### src/rtl/cc_psr_branch_unit.sv
// Condition-code (PSR) register plus a one-entry branch resolver for the microsequencer.
// Flags written this cycle are forwarded into a branch evaluated in the same cycle.
module cc_psr_branch_unit #(
    parameter int DATAWIDTH_ALU_SELECTION = 4,
    parameter int DATAWIDTH_COND          = 4
) (
    input  logic                               CC_PSR_CLOCK_50,
    input  logic                               CC_PSR_RESET_InLow,
    input  logic                               CC_PSR_Negative_InHigh,
    input  logic                               CC_PSR_Zero_InHigh,
    input  logic                               CC_PSR_Overflow_InHigh,
    input  logic                               CC_PSR_Carry_InHigh,
    input  logic [DATAWIDTH_ALU_SELECTION-1:0] CC_PSR_ALUSelection_In,
    input  logic                               CC_PSR_Execute_InHigh,
    input  logic [DATAWIDTH_COND-1:0]          CC_PSR_Cond_In,
    input  logic                               CC_PSR_BranchReq_InHigh,
    input  logic                               CC_PSR_BranchAck_InHigh,
    output logic [3:0]                         CC_PSR_Flags_Out,
    output logic                               CC_PSR_BranchValid_OutHigh,
    output logic                               CC_PSR_BranchTaken_OutHigh,
    output logic                               CC_PSR_IllegalCond_OutHigh,
    output logic                               CC_PSR_Busy_OutHigh
);

    localparam logic [DATAWIDTH_ALU_SELECTION-1:0] SEL_ANDCC = DATAWIDTH_ALU_SELECTION'(0);
    localparam logic [DATAWIDTH_ALU_SELECTION-1:0] SEL_ORCC  = DATAWIDTH_ALU_SELECTION'(1);
    localparam logic [DATAWIDTH_ALU_SELECTION-1:0] SEL_NORCC = DATAWIDTH_ALU_SELECTION'(2);
    localparam logic [DATAWIDTH_ALU_SELECTION-1:0] SEL_ADDCC = DATAWIDTH_ALU_SELECTION'(3);

    localparam logic [DATAWIDTH_COND-1:0] COND_BN   = DATAWIDTH_COND'(0);
    localparam logic [DATAWIDTH_COND-1:0] COND_BE   = DATAWIDTH_COND'(1);
    localparam logic [DATAWIDTH_COND-1:0] COND_BCS  = DATAWIDTH_COND'(5);
    localparam logic [DATAWIDTH_COND-1:0] COND_BNEG = DATAWIDTH_COND'(6);
    localparam logic [DATAWIDTH_COND-1:0] COND_BVS  = DATAWIDTH_COND'(7);
    localparam logic [DATAWIDTH_COND-1:0] COND_BA   = DATAWIDTH_COND'(8);

    typedef enum logic {IDLE, VALID} state_t;

    state_t     state, state_next;
    logic [3:0] flags, flags_next;
    logic       taken, taken_next;
    logic       illegal, illegal_next;
    logic       eval_taken, eval_illegal;

    // Logical ops only produce meaningful N/Z, so V/C are forced clear.
    always_comb begin
        flags_next = flags;
        if (CC_PSR_Execute_InHigh) begin
            if (CC_PSR_ALUSelection_In == SEL_ANDCC || CC_PSR_ALUSelection_In == SEL_ORCC ||
                CC_PSR_ALUSelection_In == SEL_NORCC)
                flags_next = {CC_PSR_Negative_InHigh, CC_PSR_Zero_InHigh, 2'b00};
            else if (CC_PSR_ALUSelection_In == SEL_ADDCC)
                flags_next = {CC_PSR_Negative_InHigh, CC_PSR_Zero_InHigh,
                              CC_PSR_Overflow_InHigh, CC_PSR_Carry_InHigh};
        end
    end

    // flags_next layout is {N,Z,V,C}
    always_comb begin
        eval_taken   = 1'b0;
        eval_illegal = 1'b0;
        case (CC_PSR_Cond_In)
            COND_BN:   eval_taken = 1'b0;
            COND_BE:   eval_taken = flags_next[2];
            COND_BCS:  eval_taken = flags_next[0];
            COND_BNEG: eval_taken = flags_next[3];
            COND_BVS:  eval_taken = flags_next[1];
            COND_BA:   eval_taken = 1'b1;
            default:   eval_illegal = 1'b1;
        endcase
    end

    always_comb begin
        state_next   = state;
        taken_next   = taken;
        illegal_next = illegal;
        case (state)
            IDLE: begin
                if (CC_PSR_BranchReq_InHigh) begin
                    state_next   = VALID;
                    taken_next   = eval_taken;
                    illegal_next = eval_illegal;
                end
            end
            VALID: begin
                if (CC_PSR_BranchAck_InHigh) begin
                    if (CC_PSR_BranchReq_InHigh) begin
                        taken_next   = eval_taken;
                        illegal_next = eval_illegal;
                    end else begin
                        state_next   = IDLE;
                        taken_next   = 1'b0;
                        illegal_next = 1'b0;
                    end
                end
            end
            default: begin
                state_next   = IDLE;
                taken_next   = 1'b0;
                illegal_next = 1'b0;
            end
        endcase
    end

    always_ff @(posedge CC_PSR_CLOCK_50 or negedge CC_PSR_RESET_InLow) begin
        if (!CC_PSR_RESET_InLow) begin
            state   <= IDLE;
            flags   <= 4'b0000;
            taken   <= 1'b0;
            illegal <= 1'b0;
        end else begin
            state   <= state_next;
            flags   <= flags_next;
            taken   <= taken_next;
            illegal <= illegal_next;
        end
    end

    assign CC_PSR_Flags_Out           = flags;
    assign CC_PSR_BranchValid_OutHigh = (state == VALID);
    assign CC_PSR_BranchTaken_OutHigh = taken;
    assign CC_PSR_IllegalCond_OutHigh = illegal;
    assign CC_PSR_Busy_OutHigh        = (state == VALID) & ~CC_PSR_BranchAck_InHigh;

endmodule

### config.mk
export PLATFORM = sky130hd
export DESIGN_NAME = cc_psr_branch_unit
export DESIGN_NICKNAME = d
export VERILOG_FILES = /design/src/rtl/cc_psr_branch_unit.sv
export SDC_FILE = /design/constraint.sdc
export NUM_CORES = 1
export LEC_CHECK = 0
export ABC_AREA = 1
export BUFFER_PORTS_ARGS = -buffer_cell sky130_fd_sc_hd__buf_2
export CAP_MARGIN = 10
export CORE_AREA = 2 2 39 41
export DETAILED_ROUTE_END_ITERATION = 10
export DIE_AREA = 0 0 41 43
export GPL_TIMING_DRIVEN = 0
export PLACE_DENSITY = 0.77
export REMOVE_ABC_BUFFERS = 1
export SLEW_MARGIN = 10
export SYNTH_ARGS = -nofsm -noshare
export SYNTH_HDL_FRONTEND = slang
export SYNTH_SLANG_ARGS = --single-unit
### constraint.sdc
create_clock -name CC_PSR_CLOCK_50 -period 1.39 [get_ports CC_PSR_CLOCK_50]
set_input_delay 0.0695 -clock CC_PSR_CLOCK_50 [delete_from_list [all_inputs] [get_ports CC_PSR_CLOCK_50]]
set_output_delay 0.0695 -clock CC_PSR_CLOCK_50 [all_outputs]
set_load 0.01 [all_outputs]
==> metrics.txt, run 1 <==
status completed; CTS tree done; Yosys Warn Count 0; Post-synth EDFFs 0; fmax 1010 MHz; final setup fails 0; Area growth syn-to-layout 36.62%; Seq/Total Area, Yosys 36.36%; Die Span Y 43 um; max cap viols 0; Synth top area share 36.36%; Clock Pin Slew Worst Setup and Hold Paths 0.05 ns; Max VDD drop 0.3110 mV; Synth area leaders dfrtp_1 36%, nand2_1 15%, nand3_1 10%, inv_1 7.8%, nand2_2 5.2%; Clock Tree Buf Depth 2; fin crit share 71.26%; dpl cells 113; Yosys top cell by area dfrtp_1; diodes inserted 0; Fillers 139; Setup crit end CC_PSR_Busy_OutHigh; Slew HR 86.02%; vias 512; RSZ-0062 raised after global routing no; Cell Rows 14; Clock Tree Root clkbuf_4; fraction of layout cells with a size suffix above 1 39.22%; number of I/O pins 25; nature of the critical path startpoint flip-flop; Initial Util 34.81%; mapped cell area 481.7 sq um; # DRC 0; H-tree depth 1; R2R Path Start CC_PSR_Flags_Out[0]$_DFF_PN0_; min Tclk post-route 0.9905 ns; fin cells 118; core area 1384 sq um; top-count cell post-synth nand2_1; TNS Setup 0 ns; largest net degree at the start of global routing 8; Reg2Reg Depth 8; worst endpoint required time 1.32 ns; clk_lat worst skew 0.25 ns; GRT Overall Usage 13.04%; Netlist cell types 17; number of global-route vias before repair 460; Sequential Area 175.2 sq um; Clock Skew 0.002423 ns; antenna viol nets, final 0; P per Cell Area 914.2 nW/um^2; Lkg Pwr 0.3842 nW; Slew Viols, Final 0; Fin. Hold Viols 0; reg-to-reg endpoint CC_PSR_BranchTaken_OutHigh$_DFFE_PN0P_; global-route wire length before repair 1614 um; critical-path maximum fanout 3; number of port buffers 24; worst min path class input port to flip-flop; Synth Register Bits 7; Final nets 120; register-to-register setup slack 0.47 ns; WL per Instance 8.025 um; initial antenna violation count 0; Vias per Instance 4.339; Critical Path Start CC_PSR_BranchValid_OutHigh$_DFF_PN0_; critical path class flip-flop to output port; dpl hpwl 829.7 um; GRT Residual Overflow 0; TritonCTS buffer count 3; top cells by count, synth 19 x nand2_1, 10 x inv_1, 10 x nand3_1; Slew @ Worst Pin 0.2075 ns; CTS Sinks 7; CP arrival 0.92 ns; final wirelength 947 um; routability cong. 0.7138; Crit. End Element output port; chip width 41 um; 1st-iter DRT viols 7; cells after synthesis 73; area occupied by multi-input gates 241.5 sq um; TritonRoute pass-1 iters 4; Die Area 1763 sq um; top_reg_cell synth dfrtp_1; Synth async-reset ratio 100.0%; syn_area_per_cell 6.599 sq um
[placed cells by master (no fill, tap or decap), types with 2 or more instances in the layout]
| cell type | count |
|---|---|
| buf_2 | 24 |
| nand2_1 | 19 |
| inv_1 | 10 |
| nand3_1 | 10 |
| dfrtp_1 | 7 |
| inv_2 | 6 |
| nand2_2 | 4 |
| nor2_1 | 4 |
| and2_1 | 3 |
| clkbuf_4 | 3 |
| nand4_1 | 2 |
[state kept, by name (all words and copies together) (netlist names)]
| name | cells |
|---|---|
| CC_PSR_Flags_Out | 4 |
| CC_PSR_BranchTaken_OutHigh | 1 |
| CC_PSR_BranchValid_OutHigh | 1 |
| CC_PSR_IllegalCond_OutHigh | 1 |
[worst min path at each step]
| stage | slack (ns) | cells after the start | end | startpoint |
|---|---|---|---|---|
| floorplan | -0.23 | 0 | CC_PSR_BranchTaken_OutHigh$_DFFE_PN0P_ | CC_PSR_RESET_InLow |
| global placement | -0.1 | 1 | CC_PSR_BranchValid_OutHigh$_DFF_PN0_ | CC_PSR_RESET_InLow |
| detailed placement | -0.09 | 1 | CC_PSR_BranchValid_OutHigh$_DFF_PN0_ | CC_PSR_RESET_InLow |
| CTS | 0.04 | 2 | CC_PSR_BranchValid_OutHigh$_DFF_PN0_ | CC_PSR_BranchReq_InHigh |
| global route | 0.04 | 2 | CC_PSR_BranchValid_OutHigh$_DFF_PN0_ | CC_PSR_BranchReq_InHigh |
| finish | 0.04 | 2 | CC_PSR_BranchValid_OutHigh$_DFF_PN0_ | CC_PSR_BranchReq_InHigh |
[report_power, final]
group / switching (mW) / leakage [nW] / internal, mW
clock: 0.0777 / 0.0150 / 0.110
combinational: 0.0939 / 0.288 / 0.0750
sequential: 0.0148 / 0.0816 / 0.231
[stage by stage]
stage	setup slack (ns)	hold slack (ns)	instance area [sq um]	utilization, %	power [mW]
detailed placement	0.4591	-0.09358	621.8	44.94	0.4171
global route	0.3373	0.04101	658.1	47.56	0.6374
floorplan	0.4579	-0.2261	481.7	-	0.3429
CTS	0.3918	0.03773	658.1	47.56	0.6057
global placement	0.4693	-0.09687	621.8	44.94	0.4123
finish	0.3995	0.03673	658.1	47.56	0.6017
[layer usage]
layer	up-vias	GRT usage (%)	share of wire [%]
li1	280	-	-
met1	216	14.80	42
met2	14	21.25	52
met3	2	0.5236	4.0
met4	0	10.00	1.8
met5	-	0	0
[worst max-delay path, cell delays in order (launching register included)]
cell     delay, ns
dfrtp_1       0.38
nand2_1       0.10
inv_1         0.06
buf_2         0.13
[what timing repair did]
item                      in CTS  in global routing
hold endpoints to repair       7                  0
resized for setup              0                  0
buffers inserted               0                  0
hold buffers                   1                  0
[cell families after synthesis]
family | after synthesis | share of synthesized area [%]
compound gates | 2 | 2.597
flops | 7 | 36.36
buf+inv | 17 | 13.51
simple gates | 47 | 47.53
[area by class of cell]
| class | count | share of cell area [%] |
|---|---|---|
| Timing Repair Buffer | 25 | 19.77 |
| Inverter | 17 | 9.886 |
| Multi-Input combinational cell | 49 | 36.69 |
| Clock buffer | 4 | 3.992 |
| Tap cell | 16 | 3.042 |
| Sequential cell | 7 | 26.62 |
Power figures use the tool's default switching activity.
==> run 2, diff against run 1 <==
- ABC_AREA: 1 -> 0
- PLACE_DENSITY: 0.77 -> 0.73
- clock period: 1.39 -> 0.99 ns (I/O delays scaled with it)
==> metrics.txt, run 2 <==
WL per Instance 10.43 um (+30%); antenna viol nets, final 0 (unchanged); Netlist cell types 22 (+5); TritonCTS buffer count 3 (unchanged); RSZ-0062 raised after global routing yes; max reg flops 4 (unchanged); final wirelength 991 um (+4.6%); Crit. End Element flip-flop; Lkg Pwr 0.3431 nW (-11%); critical path class input port to flip-flop; mapped cell area 431.7 sq um (-10%); nature of the critical path startpoint input port; clock power share 31.5% (+0.3 points); CTS tree done; CP arrival 1.27 ns (+0.35 ns); Initial Util 31.19% (-3.6 points); Cell Int Power 588.2 uW (+42%); routability cong. 0.7351 (+3.0%); fin util 46.75% (-0.81 points); Post-synth EDFFs 0 (unchanged); fraction of layout cells with a size suffix above 1 50.63% (+11 points); Synth area leaders dfrtp_1 41%, mux2_4 7.0%, o21ai_0 5.8%, inv_1 4.3%, nand2_1 4.3%; top_reg_cell synth dfrtp_1; largest net degree at the start of global routing 8 (unchanged); Max VDD drop 0.4846 mV (+56%); Clock Tree Root clkbuf_4; top cells by count, synth 7 x dfrtp_1, 5 x inv_1, 5 x nand2_1, 5 x o21ai_0; Die Area 1763 sq um (unchanged); Clock Skew 0.005538 ns (+0.003115 ns); chip width 41 um (unchanged); number of port buffers 24 (unchanged); pre-CTS setup slack -0.5419 ns (-1.001 ns); Synth Area in XOR/XNOR 0% (unchanged); post-synthesis compound-gate area fraction 21.45% (+19 points); clk_lat worst skew 0.25 ns (about the same); Slew @ Worst Pin 0.3596 ns (+0.1522 ns); global-route wire length before repair 1580 um (-2.1%); Vias per Instance 4.611 (+6.3%); Cell Rows 14 (unchanged); core area 1384 sq um (unchanged); # DRC 0 (unchanged); number of I/O pins 25 (unchanged); Slew Viols, Final 0 (unchanged); Yosys top cell by area dfrtp_1; fin crit share 114.7%; max cap viols 0 (unchanged); PnR worst setup slack -0.1453 ns (-0.5449 ns); synthesized-area fraction occupied by adder cells 0% (unchanged); dpl hpwl 753.8 um (-9.1%); most frequent cells in the layout 23 x buf_2, 7 x dfrtp_1, 5 x nand2_1; register-to-register setup slack -0.13 ns (-0.60 ns); combinational fraction of design power 27.5% (-0.6 points); Area growth syn-to-layout 49.85%; vias 438 (-14%); worst stage delay on the critical path 0.43 ns (+0.05 ns); status finished with violations; TritonRoute pass-1 iters 4 (unchanged); Synth top area share 40.58% (+4.2 points); Switch Pwr 226.6 uW (+22%); worst min path class input port to flip-flop; GRT Overall Usage 13.97% (+0.92 points); syn_area_per_cell 9.184 sq um (+39%); fmax 880.8 MHz; Die Span Y 43 um (unchanged); Synth Register Bits 7 (unchanged); number of global-route vias before repair 405 (-12%); cells after synthesis 47 (-36%); initial antenna violation count 0 (unchanged); multiplexer fraction of the synthesized cell area 6.957% (+7.0 points); commonest non-fill, non-tap cell in the layout buf_2; 1st-iter DRT viols 7 (unchanged); critical-path maximum fanout 5 (+2); Tot Pwr 814.8 uW (+35%); P per Cell Area 1260 nW/um^2 (+38%); TNS Setup -0.1453 ns (-0.1453 ns); min Tclk post-route 1.135 ns; H-tree depth 1 (unchanged); Switching Share 27.81% (-3.2 points); Clock Pin Slew Worst Setup and Hold Paths 0.05 ns (about the same); failing checks negative setup slack; GRT Residual Overflow 0 (unchanged); Sequential Power Share 41.0% (+0.2 points); CP max stage cell or3b_4; largest family of logic cells by synthesized area simple AND/OR/NAND/NOR gates; final setup fails 1 (+1); Final nets 97 (-19%); worst endpoint required time 1.13 ns (-0.19 ns); Fin. Hold Viols 0 (unchanged); Synth async-reset ratio 100.0% (unchanged); Clock Tree Buf Depth 2 (unchanged); Simple-Gate Fraction of Synth Area 24.06% (-23 points); Yosys Warn Count 0 (unchanged); CTS Sinks 7 (unchanged); CP cell instances buf_2 -> or3b_4 -> mux2_4 -> o2bb2ai_2 -> a311oi_2 -> o21ai_1; Slew HR 75.77% (-10 points); top-count cell post-synth dfrtp_1; diodes inserted 0 (unchanged); Seq/Total Area, Yosys 40.58% (+4.2 points)
-- run 2: cell count changes in the layout (fill, tap and decap cells not counted), sizes merged, moves of 2 or more --
cell | previous run | this run
a21oi | 0 | 3
and2 | 3 | 0
buf | 24 | 28
inv | 16 | 5
mux2 | 0 | 2
nand2 | 23 | 5
nand2b | 0 | 3
nand3 | 10 | 2
nand4 | 2 | 0
nor2 | 6 | 2
o21ai | 1 | 6
-- run 2: logic make-up after synthesis --
family | count (synthesis)
muxes | 2
buffers and inverters | 6
and+or+nand+nor | 19
AOI/OAI and AO/OA | 13
DFF | 7
-- run 2: power by group through the flow --
stage | registers [mW] | clock network [mW] | logic, mW
6_report | 0.334 | 0.257 | 0.224
5_1_grt | 0.338 | 0.292 | 0.249
4_1_cts | 0.333 | 0.275 | 0.215
3_5_place_dp | 0.339 | 0 | 0.195
3_3_place_gp | 0.336 | 0 | 0.191
2_1_floorplan | 0.354 | 0 | 0.0858
-- run 2: critical path, delay by kind of cell --
kind | cells | cell delay (ns)
and+or+nand+nor | 1 | 0.43
AOI/OAI and AO/OA | 3 | 0.38
muxes | 1 | 0.33
buffers and inverters | 1 | 0.09
-- run 2: through the flow --
step           hold slack (ns)  std cells  cell area (sq um)
2_1_floorplan          -0.2461         46              420.4
3_3_place_gp           -0.1132         86              560.5
3_5_place_dp           -0.1083         86              560.5
4_1_cts                0.01965         95              629.4
5_1_grt                0.04900         95              646.9
6_report               0.05150         95              646.9
-- run 2: what timing repair did --
action,CTS,global route
setup buffers,4,0
hold endpoints to repair,7,0
endpoints found under the setup margin,2,3
hold buffers,1,0
resized for setup,1,5
pin swaps,2,0
-- run 2: cell type report --
type | count | area [sq um]
clock buffers | 4 | 26.28
fillers | 148 | 737.0
inverters | 5 | 18.77
multi-input cells | 34 | 240.2
flip-flops and latches | 7 | 175.2
well taps | 16 | 20.02
repair buffers | 29 | 166.4
-- run 2: final timing paths --
path | to | cells past startpoint | startpoint
worst min register to register | CC_PSR_BranchTaken_OutHigh$_DFFE_PN0P_ | 2 | CC_PSR_BranchTaken_OutHigh$_DFFE_PN0P_
max in group asynchronous | CC_PSR_Flags_Out[1]$_DFF_PN0_ | 2 | CC_PSR_RESET_InLow
worst max-delay path | CC_PSR_BranchTaken_OutHigh$_DFFE_PN0P_ | 6 | CC_PSR_ALUSelection_In[2]
worst max register to register | CC_PSR_BranchTaken_OutHigh$_DFFE_PN0P_ | 4 | CC_PSR_Flags_Out[2]$_DFF_PN0_
worst min-delay path | CC_PSR_BranchValid_OutHigh$_DFF_PN0_ | 2 | CC_PSR_BranchReq_InHigh
min in group asynchronous | CC_PSR_BranchTaken_OutHigh$_DFFE_PN0P_ | 2 | CC_PSR_RESET_InLow
-- run 2: metal layers --
metal  global-route usage [%]  up-vias  routed length, um
met3                    3.141        2                 62
met5                        0        -                  0
met2                    19.38       18                485
met4                    14.00        0                 22
met1                    16.17      188                421
li1                         -      230                  -
==> run 3, diff against run 2 <==
- ABC_AREA: 0 -> 1
- PLACE_DENSITY: 0.73 -> 0.77
==> metrics.txt, run 3 (synthesized netlist as in run 1, its figures left out) <==
min Tclk post-route 0.9374 ns (-0.1979 ns); Fin. Hold Viols 0 (unchanged); critical path class flip-flop to flip-flop; # DRC 0 (unchanged); vias 517 (+18%); 1st-iter DRT viols 9 (+2); commonest non-fill, non-tap cell in the layout buf_2; TritonCTS buffer count 3 (unchanged); Fillers 140 (-5.4%); Area growth syn-to-layout 40.00%; diodes inserted 0 (unchanged); Clock Tree Root clkbuf_4; CTS tree done; fmax 1067 MHz (+21%); clk_lat worst skew 0.25 ns (about the same); Vias per Instance 4.381 (-5.0%); Tot Pwr 853.8 uW (+4.8%); worst min path class input port to flip-flop; chip width 41 um (unchanged); Clock Skew 0.002838 ns (-0.002700 ns); worst endpoint required time 1.14 ns (about the same); GRT Residual Overflow 0 (unchanged); Cell Rows 14 (unchanged); TritonRoute pass-1 iters 4 (unchanged); fraction of layout cells with a size suffix above 1 43.14% (-7.5 points); most frequent cells in the layout 23 x buf_2, 17 x nand2_1, 9 x inv_1, 9 x nand3_1; GRT Overall Usage 13.04% (-0.92 points); Setup Buffers After CTS 0 (-4); final setup fails 0 (-1); antenna viol nets, final 0 (unchanged); fin cells 118 (+24%); nature of the critical path startpoint flip-flop; P per Cell Area 1266 nW/um^2 (+0.51%); number of I/O pins 25 (unchanged); CP arrival 1.08 ns (-0.19 ns); Slew Viols, Final 0 (unchanged); Initial Util 34.81% (+3.6 points); Crit. End Element flip-flop; max reg flops 4 (unchanged); worst stage delay on the critical path 0.38 ns (-0.05 ns); global-route wire length before repair 1614 um (+2.2%); dpl cells 113 (+31%); critical-path maximum fanout 2 (-3); RSZ-0062 raised after global routing yes; fin crit share 94.69% (-20 points); CP max stage cell dfrtp_1; CP cell instances inv_2 -> nand2_2 -> nand3_2 -> nand2_1 -> nor2_1 -> nand2_1 -> nand2_1 -> nand2_1; final wirelength 961 um (-3.0%); final hold slack 0.01641 ns (-0.03509 ns); routability cong. 0.7138 (-2.9%); Buf/Inv on CP 1 (unchanged); CTS Sinks 7 (unchanged); Slew HR 85.97% (+10 points); Top delay family on crit path simple AND/OR/NAND/NOR gates; core area 1384 sq um (unchanged); WL per Instance 8.144 um (-22%); fin util 48.73% (+2.0 points); Clock Tree Buf Depth 2 (unchanged); number of port buffers 24 (unchanged); dpl hpwl 829.7 um (+10%); Max VDD drop 0.4540 mV (-6.3%); Clock Pin Slew Worst Setup and Hold Paths 0.05 ns (about the same); status completed; Die Area 1763 sq um (unchanged); Lkg Pwr 0.3851 nW (+12%); max cap viols 0 (unchanged); largest net degree at the start of global routing 8 (unchanged); H-tree depth 1 (unchanged); Slew @ Worst Pin 0.2083 ns (-0.1513 ns); Die Span Y 43 um (unchanged); Final nets 120 (+24%); number of global-route vias before repair 460 (+14%); initial antenna violation count 0 (unchanged); most used cell, CP nand2_1
run 3: cell types whose count changed in the layout (fill, tap and decap cells not counted), sizes merged, moves of 4 or more:
| cell | change |
|---|---|
| nand3 | +8 |
| o21ai | -5 |
| inv | +11 |
| nor2 | +4 |
| buf | -4 |
| nand2 | +18 |
run 3: metrics by stage:
stage	instance area [sq um]	TNS, ns	worst slack, ns
finish	674.4	0	0.05256
floorplan	481.7	0	0.05794
detailed placement	621.8	0	0.07001
global placement	621.8	0	0.06993
CTS	658.1	0	0.01180
global route	674.4	-0.01295	-0.01295
run 3: per-layer routing:
layer	vias to the layer above	wire, um	share of wire (%)	global-route usage (%)
met1	222	406	42	14.80
met4	0	17	1.8	10.00
met2	12	502	52	21.25
met3	2	34	3.5	0.5236
li1	281	-	-	-
met5	-	0	0	0
run 3: power breakdown:
group	switching (mW)	leakage (nW)	internal [mW]
logic	0.136	0.288	0.109
clock network	0.109	0.0150	0.154
registers	0.0213	0.0816	0.324
total	0.267	0.385	0.587
run 3: final timing paths:
| path | from | endpoint | slack (ns) | cells past startpoint |
|---|---|---|---|---|
| max | CC_PSR_Flags_Out[2]$_DFF_PN0_ | CC_PSR_BranchTaken_OutHigh$_DFFE_PN0P_ | 0.05 | 8 |
| min | CC_PSR_BranchReq_InHigh | CC_PSR_BranchValid_OutHigh$_DFF_PN0_ | 0.02 | 2 |
| max reg2reg | CC_PSR_Flags_Out[2]$_DFF_PN0_ | CC_PSR_BranchTaken_OutHigh$_DFFE_PN0P_ | 0.05 | 8 |
| min reg2reg | CC_PSR_BranchTaken_OutHigh$_DFFE_PN0P_ | CC_PSR_BranchTaken_OutHigh$_DFFE_PN0P_ | 0.49 | 2 |
| max in group asynchronous | CC_PSR_RESET_InLow | CC_PSR_Flags_Out[1]$_DFF_PN0_ | 0.68 | 2 |
| min in group asynchronous | CC_PSR_RESET_InLow | CC_PSR_BranchValid_OutHigh$_DFF_PN0_ | 0.16 | 2 |
run 3: area by class of cell:
class                      instances  area [sq um]  share of cell area (%)
inverter                          17         65.06                   9.647
clock buffer                       4         26.28                   3.896
multi-input combinational         49         251.5                   37.29
tap                               16         20.02                   2.968
sequential                         7         175.2                   25.97
timing repair buffer              25         136.4                   20.22
run 3: repair_timing:
item                                   CTS  global route
gates resized for setup                  0             5
endpoints found under the hold margin    7             0
hold buffers                             1             0
setup endpoints to repair                0             2
